$ cat src/rtl/uart_pkg.sv
// Shared definitions for the UART register-access bridge: FSM states,
// command byte field positions and the burst address helper.
package uart_pkg;

  typedef enum logic [3:0] {
    ST_IDLE,
    ST_ADDR_H,
    ST_ADDR_L,
    ST_WDATA_H,
    ST_WDATA_L,
    ST_WR_STB,
    ST_RD_STB,
    ST_RD_WAIT,
    ST_TX_H,
    ST_TX_L
  } bridge_state_e;

  localparam int CMD_WR_BIT  = 7;
  localparam int CMD_RSV_MSB = 6;
  localparam int CMD_RSV_LSB = 4;
  localparam int CMD_LEN_MSB = 3;
  localparam int CMD_LEN_LSB = 0;
  localparam int BURST_MAX   = 16;
  localparam int LEN_W       = $clog2(BURST_MAX);
  localparam int OFS_W       = 12;

  // Offset wraps inside the 4 KiB window; block select never changes mid-burst.
  function automatic logic [15:0] next_word_addr(input logic [15:0] addr);
    return {addr[15:OFS_W], addr[OFS_W-1:0] + OFS_W'(1)};
  endfunction

endpackage

$ cat src/rtl/uart_byte_timeout.sv
// Inter-byte watchdog: reloads on clear or while idle, counts down while
// running and flags expiry once TIMEOUT_CYC cycles pass without a byte.
module uart_byte_timeout #(
  parameter int unsigned TIMEOUT_CYC = 100000
) (
  input  logic clk,
  input  logic rst_n,
  input  logic clr,
  input  logic run,
  output logic expired
);

  localparam int CNT_W = (TIMEOUT_CYC < 1) ? 1 : $clog2(TIMEOUT_CYC + 1);
  localparam logic [CNT_W-1:0] LOAD_VAL = CNT_W'(TIMEOUT_CYC);

  logic [CNT_W-1:0] cnt;

  always_ff @(posedge clk) begin
    if (!rst_n || clr || !run) begin
      cnt <= LOAD_VAL;
    end else if (cnt != '0) begin
      cnt <= cnt - CNT_W'(1);
    end
  end

  assign expired = run && (cnt == '0);

endmodule

$ cat src/rtl/uart_reg_bridge.sv
// Host command responder: parses UART command frames, drives the local
// register bus and streams read data back to the UART transmitter.
//
// state          | meaning
// IDLE           | waiting for CMD byte
// ADDR_H/ADDR_L  | collecting start address
// WDATA_H/L      | collecting one write word
// WR_STB/RD_STB  | one-cycle register bus strobe
// RD_WAIT        | capturing reg_rdata
// TX_H/TX_L      | returning read word, MSB first
module uart_reg_bridge
  import uart_pkg::*;
#(
  parameter int unsigned TIMEOUT_CYC = 100000
) (
  input  logic        clk,
  input  logic        rst_n,
  input  logic [7:0]  rx_data,
  input  logic        rx_valid,
  input  logic        rx_perr,
  output logic [7:0]  tx_data,
  output logic        tx_valid,
  input  logic        tx_ready,
  output logic [15:0] reg_addr,
  output logic        reg_wr,
  output logic [15:0] reg_wdata,
  output logic        reg_rd,
  input  logic [15:0] reg_rdata,
  output logic        frame_err
);

  bridge_state_e state, state_nxt;

  logic             cmd_wr_q;
  logic [LEN_W-1:0] len_q;
  logic [LEN_W-1:0] word_cnt;
  logic [7:0]       addr_h_q;
  logic [7:0]       wdata_h_q;
  logic [15:0]      rdata_q;

  logic err_nxt;
  logic cap_cmd, cap_addr_h, cap_addr_l, cap_wdata_h, cap_wdata_l, cap_rdata;
  logic adv_word;
  logic tmo_run, tmo_expired, abort, word_last;

  assign tmo_run   = state inside {ST_ADDR_H, ST_ADDR_L, ST_WDATA_H, ST_WDATA_L};
  assign abort     = rx_valid ? rx_perr : tmo_expired;
  assign word_last = (word_cnt == len_q);

  uart_byte_timeout #(
    .TIMEOUT_CYC(TIMEOUT_CYC)
  ) u_timeout (
    .clk    (clk),
    .rst_n  (rst_n),
    .clr    (rx_valid),
    .run    (tmo_run),
    .expired(tmo_expired)
  );

  always_ff @(posedge clk) begin
    if (!rst_n) begin
      state <= ST_IDLE;
    end else begin
      state <= state_nxt;
    end
  end

  always_comb begin
    state_nxt   = state;
    err_nxt     = 1'b0;
    cap_cmd     = 1'b0;
    cap_addr_h  = 1'b0;
    cap_addr_l  = 1'b0;
    cap_wdata_h = 1'b0;
    cap_wdata_l = 1'b0;
    cap_rdata   = 1'b0;
    adv_word    = 1'b0;

    unique case (state)
      ST_IDLE: begin
        if (rx_valid) begin
          if (rx_perr || (rx_data[CMD_RSV_MSB:CMD_RSV_LSB] != '0)) begin
            err_nxt = 1'b1;
          end else begin
            cap_cmd   = 1'b1;
            state_nxt = ST_ADDR_H;
          end
        end
      end

      ST_ADDR_H: begin
        if (abort) begin
          err_nxt   = 1'b1;
          state_nxt = ST_IDLE;
        end else if (rx_valid) begin
          cap_addr_h = 1'b1;
          state_nxt  = ST_ADDR_L;
        end
      end

      ST_ADDR_L: begin
        if (abort) begin
          err_nxt   = 1'b1;
          state_nxt = ST_IDLE;
        end else if (rx_valid) begin
          cap_addr_l = 1'b1;
          state_nxt  = cmd_wr_q ? ST_WDATA_H : ST_RD_STB;
        end
      end

      ST_WDATA_H: begin
        if (abort) begin
          err_nxt   = 1'b1;
          state_nxt = ST_IDLE;
        end else if (rx_valid) begin
          cap_wdata_h = 1'b1;
          state_nxt   = ST_WDATA_L;
        end
      end

      ST_WDATA_L: begin
        if (abort) begin
          err_nxt   = 1'b1;
          state_nxt = ST_IDLE;
        end else if (rx_valid) begin
          cap_wdata_l = 1'b1;
          state_nxt   = ST_WR_STB;
        end
      end

      // A byte landing on the strobe cycle has nowhere to go.
      ST_WR_STB: begin
        err_nxt = rx_valid;
        if (word_last) begin
          state_nxt = ST_IDLE;
        end else begin
          adv_word  = 1'b1;
          state_nxt = ST_WDATA_H;
        end
      end

      ST_RD_STB: begin
        err_nxt   = rx_valid;
        state_nxt = ST_RD_WAIT;
      end

      ST_RD_WAIT: begin
        err_nxt   = rx_valid;
        cap_rdata = 1'b1;
        state_nxt = ST_TX_H;
      end

      ST_TX_H: begin
        err_nxt = rx_valid;
        if (tx_ready) begin
          state_nxt = ST_TX_L;
        end
      end

      ST_TX_L: begin
        err_nxt = rx_valid;
        if (tx_ready) begin
          if (word_last) begin
            state_nxt = ST_IDLE;
          end else begin
            adv_word  = 1'b1;
            state_nxt = ST_RD_STB;
          end
        end
      end

      default: state_nxt = ST_IDLE;
    endcase
  end

  always_ff @(posedge clk) begin
    if (!rst_n) begin
      cmd_wr_q  <= 1'b0;
      len_q     <= '0;
      word_cnt  <= '0;
      addr_h_q  <= '0;
      wdata_h_q <= '0;
      rdata_q   <= '0;
      reg_addr  <= '0;
      reg_wdata <= '0;
      frame_err <= 1'b0;
    end else begin
      frame_err <= err_nxt;
      if (cap_cmd) begin
        cmd_wr_q <= rx_data[CMD_WR_BIT];
        len_q    <= rx_data[CMD_LEN_MSB:CMD_LEN_LSB];
        word_cnt <= '0;
      end
      if (cap_addr_h) begin
        addr_h_q <= rx_data;
      end
      if (cap_addr_l) begin
        reg_addr <= {addr_h_q, rx_data};
      end
      if (cap_wdata_h) begin
        wdata_h_q <= rx_data;
      end
      if (cap_wdata_l) begin
        reg_wdata <= {wdata_h_q, rx_data};
      end
      if (cap_rdata) begin
        rdata_q <= reg_rdata;
      end
      if (adv_word) begin
        word_cnt <= word_cnt + LEN_W'(1);
        reg_addr <= next_word_addr(reg_addr);
      end
    end
  end

  assign reg_wr   = (state == ST_WR_STB);
  assign reg_rd   = (state == ST_RD_STB);
  assign tx_valid = (state == ST_TX_H) || (state == ST_TX_L);

  always_comb begin
    tx_data = 8'h00;
    if (state == ST_TX_H) begin
      tx_data = rdata_q[15:8];
    end else if (state == ST_TX_L) begin
      tx_data = rdata_q[7:0];
    end
  end

endmodule
$ cat config.mk
export PLATFORM = sky130hd
export DESIGN_NAME = uart_reg_bridge
export DESIGN_NICKNAME = d
export VERILOG_FILES = /design/src/rtl/uart_pkg.sv /design/src/rtl/uart_byte_timeout.sv /design/src/rtl/uart_reg_bridge.sv
export SDC_FILE = /design/constraint.sdc
export NUM_CORES = 1
export LEC_CHECK = 0
export BUFFER_PORTS_ARGS = -buffer_cell sky130_fd_sc_hd__buf_2
export CORE_ASPECT_RATIO = 0.9
export CORE_UTILIZATION = 30
export DETAILED_ROUTE_END_ITERATION = 12
export SKIP_LAST_GASP = 1
export SLEW_MARGIN = 25
export SYNTH_ARGS = -nofsm -noshare
export SYNTH_HDL_FRONTEND = slang
export SYNTH_SLANG_ARGS = --single-unit
$ cat constraint.sdc
create_clock -name clk -period 2.86 [get_ports clk]
set_clock_uncertainty 0.15 [all_clocks]
set_input_delay 0.143 -clock clk [delete_from_list [all_inputs] [get_ports clk]]
set_output_delay 0.143 -clock clk [all_outputs]
set_load 0.005 [all_outputs]
* Yosys cells after proc, flatten, opt, wreduce, memory -nomap -nowiden
Cells that the tools add are included.
** Storage, ports and cells
- Register bits after elaboration :: 95
- Logic and storage cells :: 92
- Output and inout port bits :: 44
- Input port bits :: 29
** Cells by class
- $add $sub $neg :: 3
- Bitwise operators :: 1
- Multiplexer cells :: 40
- Equality and inequality tests :: 18
- Reductions and logical operators :: 18
** Operators with widths (count)
- 4-bit 2-to-1 mux :: 14
- 4-bit one-hot mux with 10 select lines :: 1
- 12-bit 2-to-1 mux :: 2
- 17-bit logical NOT :: 1
- 17-bit nonzero test :: 1
- 17-bit by 1-bit subtractor with 17-bit output, second input constant :: 1
- 4-bit by 3-bit equality test with 1-bit output, second input constant :: 4
- 1-bit 2-to-1 mux :: 16
- 8-bit 2-to-1 mux :: 2
- 12-bit by 1-bit adder with 12-bit output, second input constant :: 1
- 3-bit != test, second input constant :: 4
- 4-bit by 2-bit equality test with 1-bit output, second input constant :: 2
- 4-bit equality test, second input constant :: 2
- 2-bit != test, second input constant :: 4
- 8-bit AND reduction :: 1
- 3-bit 2-to-1 mux :: 2
- 5-bit OR reduction :: 1
- 4-bit by 1-bit adder with 4-bit output, second input constant :: 1
- 4-bit by 1-bit equality test with 1-bit output, second input constant :: 1
- 4-bit equality test :: 1
- 4-bit logical NOT :: 1
- 1-bit logical OR :: 4
- 2-bit nonzero test :: 2
- 4-bit nonzero test :: 1
- 9 further kinds :: 10

* Logic depth before layout (Yosys ltp)
- Depth after elaboration :: 8
- Depth in mapped cells :: 9
- Gate-level depth less buffers :: 7

* Hierarchy
A second synthesis with hierarchy kept.
** Second synthesis, totals
- Cells, all modules :: 568
- Area total of the unflattened synthesis :: 4518.1 µm²
** By module, submodules not included
- uart_reg_bridge :: instances 1, seq. area each 1561.5 µm², area an instance 3557.2 µm², cells an instance 451
- uart_byte_timeout :: instances 1, seq. area each 340.3 µm², area an instance 960.9 µm², cells an instance 117

* Worst setup path before layout
OpenSTA, ideal clock, no wires.
- Path type :: register -> register
- Start :: reg u_timeout.cnt[0]
- End :: reg u_timeout.cnt[5]
- Stages on the path, launching flop included :: 10
- Buffers on the path :: 2
- Library setup time :: 0.124 ns
- Period minus slack after synthesis :: 2.366 ns
- Path slack :: 0.494 ns
- Required time :: 2.586 ns
- Arrival time :: 2.092 ns
- Cell sequence :: dfxtp_1 > inv_1 > ha_1 > or4b_2 > or4_4 > buf_6 > buf_6 > nand3_1 > xor2_1 > nand2_1
** Between the ends
- Cells in the longest elaborated chain, start to end :: 1
- Elaborated cells on any way between the ends :: 2
- Those cells by class :: 1 x add/sub; 1 x reduce/logical
** RTL lines
- from (decl) :: line uart_byte_timeout.sv:16 : logic [CNT_W-1:0] cnt;
- from (signal assigned) :: line uart_byte_timeout.sv:22 : cnt <= cnt - CNT_W'(1);
- 17-bit by 1-bit subtractor with 17-bit output or 17-bit nonzero test (tied branches) :: line uart_byte_timeout.sv:22, uart_byte_timeout.sv:21
Several ways; a longest one is shown, not always the timed one.
A chain may end at the register's enable or synchronous reset.

* Worst setup path after layout
- Start :: reg u_timeout.cnt[0]
- End :: reg state[0]
** Between the ends
- Cells in the longest elaborated chain, start to end :: 5
- Elaborated cells on any way between the ends :: 13
- Those cells by class :: 4 x eq/ne; 6 x mux; 3 x reduce/logical
** RTL lines
- 17-bit logical NOT (*) :: line uart_byte_timeout.sv:26 : assign expired = run && (cnt == '0);
- 1-bit logical AND (*) :: line uart_byte_timeout.sv:26
- 1-bit 2-to-1 mux (*) :: line uart_reg_bridge.sv:47 : assign abort = rx_valid ? rx_perr : tmo_expired;
- 3-bit != test (no line) (tied with other cells)
- 8-bit AND reduction (no line) or 4-bit one-hot mux with 10 select lines (tied branches)
- to (signal assigned) :: line uart_reg_bridge.sv:64 : state <= state_nxt;
- to (decl) :: line uart_reg_bridge.sv:32 : bridge_state_e state, state_nxt;
Every way passes the cells marked *; elsewhere a longest branch is shown, timed or not.

==> reports/summary.md <==
The count of pins over their slew limit is 0, and the share of synthesized area occupied by flip-flops and latches is 45.1%. Across all setup checks in the final design, the least slack found is 0.355 ns. The worst setup path is captured at a flip-flop. Summed over its instances, the top area cell type makes up 45.1% of the synthesized netlist area. The headroom to the max-slew limit is 51.8%. The logs give 0.836 for the weighted congestion reported at the end of routability-driven placement and 2 for the deepest clock path buffer count. For the final-report setup violation count, the log shows 0.

By area the synthesized netlist is led by dfxtp_1 45%, nand2_1 9.3%, mux2i_1 6.9%. At the pin with the least slew margin, the transition time is 0.722 ns. The run finished with clean final reports. After layout, the minimum clock period comes to 2.50 ns. Of all nets on the critical path, the largest fanout is 4. Counting flops and latches in the post-synthesis netlist gives 95. Maximum resistive drop on vdd: 0.301 mV. In the routed layout, each cell is associated on average with a via count of 5.06. The core region is 13,500 um^2. Of the available clock period, the critical path in the final layout requires 87.6%. The family with the most delay on the worst path is simple AND/OR/NAND/NOR gates.

Library cell occupying the most area in the post-synthesis netlist: dfxtp_1. The tools report the initial antenna violation count as 0. Across the run, the number of max-cap violations was 0. Combinational logic is responsible for 11.2% of the overall power. The clock tree synthesis step divided the H-tree into 3 levels. The slowest stage of the critical path is the or4b_2 cell. During placement, the flow inserted port buffers numbering 72.

The clock slew seen by the registers of the worst setup and hold paths came out at 0.07 ns. For the internal power of the cells, the log shows 2180 uW. The worst setup slack after placement was 0.402 ns. The initialized floorplan defines 40 standard-cell rows. Width of the die: 127 um.

Traced cell by cell, the critical path runs through inv_1 > ha_1 > or4b_2 > nor4_1 > nand2_1 > a211oi_1 > o22ai_1. Once detailed placement completed, the half-perimeter wirelength came to 7590 um. The maximum clock rate is 399 MHz, and the final cell count without fillers is 771.

In the synthesized netlist the dominant register cell turns out to be dfxtp_1. After detailed routing, the number of remaining DRC violations is 0. In the global route stage, overall resource usage came out at 15.4%. Number of vias in the routed layout: 3,902. The buffer and inverter count on the worst path was 1; the number of instances in the placed design was 729.

The die outline height is 115 um, and the number of detailed-route iterations in the first pass is 5. Post-synth design cell area: 4220 um^2. STA classifies the critical path startpoint as a flip-flop.

The number of hold-slack violations in the final timing report is 0, and the standby leakage power is 0.00215 uW. The number of design-rule violations left by the first detailed-router iteration is 226. TritonCTS built the clock tree.

The tools report the TritonCTS sink count as 95. For the arrival time at the worst endpoint, the log shows 2.57 ns. The run gives 730 uW as the net switching power figure.

The detail route stage leaves a number of antenna-violating nets equal to 0. For this run, the number of Yosys warnings is 0. For this configuration, the core starts out at a cell density of 31.2%. The count of buffers added by post-CTS timing repair for setup was 0; the wire length per cell was 14.0 um. In this design, the stage delay of the slowest critical-path cell is 0.60 ns.

The synthesis-to-finish area growth is 25.2%, and the number of cells produced by synthesis is 510. The worst hold path belongs to the class input pin to flip-flop. The worst setup path is of the flip-flop to flip-flop kind. Counting distinct cell types in the post-synthesis netlist gives 56. The tools report the number of global-route vias before repair as 3,739. The tools report the count of inserted antenna diode cells as 0. Setup repair after global routing left no endpoint under its margin. The synthesized area per cell is 8.27 um^2.

Counting every net in the synthesized netlist gives 543. The share of post-route cells with drive strength above 1 was 16.7%. The total CTS buffers was 9; the share of total power in the clock network was 41.8%. In this run the clock root is driven by a clkbuf_16.

The number of inserted filler cells in the final layout was 1,343; the number of enable-type register cells in the synthesized netlist was 0. The sum of negative setup slack came out at 0 ns. Pin placement for this block handled 73 I/O pins.

After the last flow step, the layout net total stands at 631. Die footprint: 14,500 um^2. The first global-routing pass estimated 17,900 um of wire. Entering global routing, the biggest net connects 70 pins. Data on the critical path is required at its endpoint by 2.92 ns. In the final layout, the multi-input gates occupy 2170 um^2. The logs give 10,800 um for the aggregate routed wire length and 47.0% for the sequential cell fraction of total power. Dividing total power by cell area gives a power density of 552 nW/um^2. The later pin in the worst-skew pair is clocked with a latency of 0.34 ns. The fraction of power spent switching nets came out at 25.1%.

Sequential cell area: 1900 um^2. Global routing finished with a remaining overflow of 0. The async set-or-reset flop fraction in the synthesized netlist was 0%.
layout by cell type, fill, tap and decap left out, types with 3 or more instances in the layout:
master	count
nand2_1	105
dfxtp_1	95
buf_2	72
a21oi_1	50
nor2_1	48
mux2i_1	29
dlygate4sd3_1	26
nand3_1	24
xor2_1	9
clkbuf_16	9
nor3_1	8
nor2b_1	8
or4_1	7
buf_4	7
inv_1	6
xnor2_1	6
and2_1	5
o21a_1	5
o21ai_0	5
and3_1	5
a211oi_1	4
o311ai_0	4
a31oi_1	4
o31ai_1	4
ha_1	4
nand2b_1	3
or3_1	3
inv_6	3
per-layer routing:
| layer | part of all wire [%] | GRT usage, % |
|---|---|---|
| met5 | 0 | 0 |
| met4 | 0.72 | 4.13 |
| met3 | 6.6 | 3.88 |
| met2 | 45 | 24.9 |
| met1 | 47 | 20.2 |
state kept, by name, summed over array words and instances (netlist names):
register       cells
addr_h_q           8
cmd_wr_q           1
frame_err          1
len_q              4
rdata_q           16
reg_addr          16
reg_wdata         16
state              4
u_timeout.cnt     17
wdata_h_q          8
word_cnt           4
per-stage QoR:
step / util (%) / hold slack [ns] / cell area, um^2 / total power, uW
floorplan: - / 0.129 / 4220 / 1610
global placement: 34.9 / 0.236 / 4720 / 1690
detailed placement: 34.9 / 0.240 / 4720 / 1700
CTS: 39.1 / 0.00889 / 5280 / 2950
global route: 39.1 / 0.0200 / 5280 / 3050
finish: 39.1 / 0.0197 / 5280 / 2910
what timing repair did:
| action | CTS | global route |
|---|---|---|
| resized for setup | 0 | 0 |
| hold endpoints to repair | 45 | 0 |
| hold buffers | 26 | 0 |
synthesized netlist by cell type (all sizes together) (2+ instances only):
| library cell | count |
|---|---|
| and2 | 6 |
| mux2 | 2 |
| ha | 4 |
| inv | 6 |
| and3b | 2 |
| nand2b | 3 |
| nor4b | 2 |
| o21a | 5 |
| a21boi | 2 |
| nand3 | 24 |
| clkbuf | 24 |
| o211ai | 2 |
| xnor2 | 6 |
| xor2 | 9 |
| o21ai | 7 |
| nor2b | 8 |
| and3 | 5 |
| a211o | 2 |
| or3 | 3 |
| o311ai | 4 |
| nand2 | 106 |
| nor4 | 2 |
| a41oi | 2 |
| a211oi | 4 |
| o31ai | 4 |
| o31a | 2 |
| or4 | 8 |
| nor2 | 48 |
| mux2i | 29 |
| nor3 | 9 |
| buf | 4 |
| nand4 | 2 |
| a311oi | 2 |
| a31oi | 4 |
| dfxtp | 95 |
| a21oi | 50 |
worst paths after layout:
| path | cells after the start | slack (ns) | startpoint | endpoint |
|---|---|---|---|---|
| max | 7 | 0.36 | u_timeout.cnt[0] | state[0] |
| min | 3 | 0.02 | rx_valid | frame_err |
| max reg2reg | 7 | 0.36 | u_timeout.cnt[0] | state[0] |
| min reg2reg | 2 | 0.31 | reg_wdata[9] | reg_wdata[9] |
worst reg2reg max path: stages, from the launching register on:
cell and delay, ns:
dfxtp_1 0.33, inv_1 0.11, ha_1 0.17, or4b_2 0.60, nor4_1 0.45, nand2_1 0.21
a211oi_1 0.27, o22ai_1 0.11
power by group through the flow:
stage / registers [uW] / logic, uW / clock network [uW]
after floorplan: 1390 / 219 / 0
after global placement: 1400 / 296 / 0
after detailed placement: 1400 / 299 / 0
after CTS: 1370 / 327 / 1250
after global routing: 1370 / 362 / 1310
final: 1370 / 327 / 1220
kinds of logic after synthesis:
family          share of synthesized area, %
fa+ha+maj                               1.19
xor+xnor                                3.11
compound gates                          14.3
simple gates                            25.4
mux                                     7.41
buf+inv                                 3.50
flops                                   45.1
area by class of cell:
type | count | area share [%]
multi-input cells | 380 | 41.1
flip-flops and latches | 95 | 36.0
repair buffers | 105 | 12.7
clock buffers | 10 | 4.33
well taps | 168 | 3.98
clock inverters | 6 | 1.37
inverters | 7 | 0.497
Note: power is estimated with default switching activity, not from simulation.
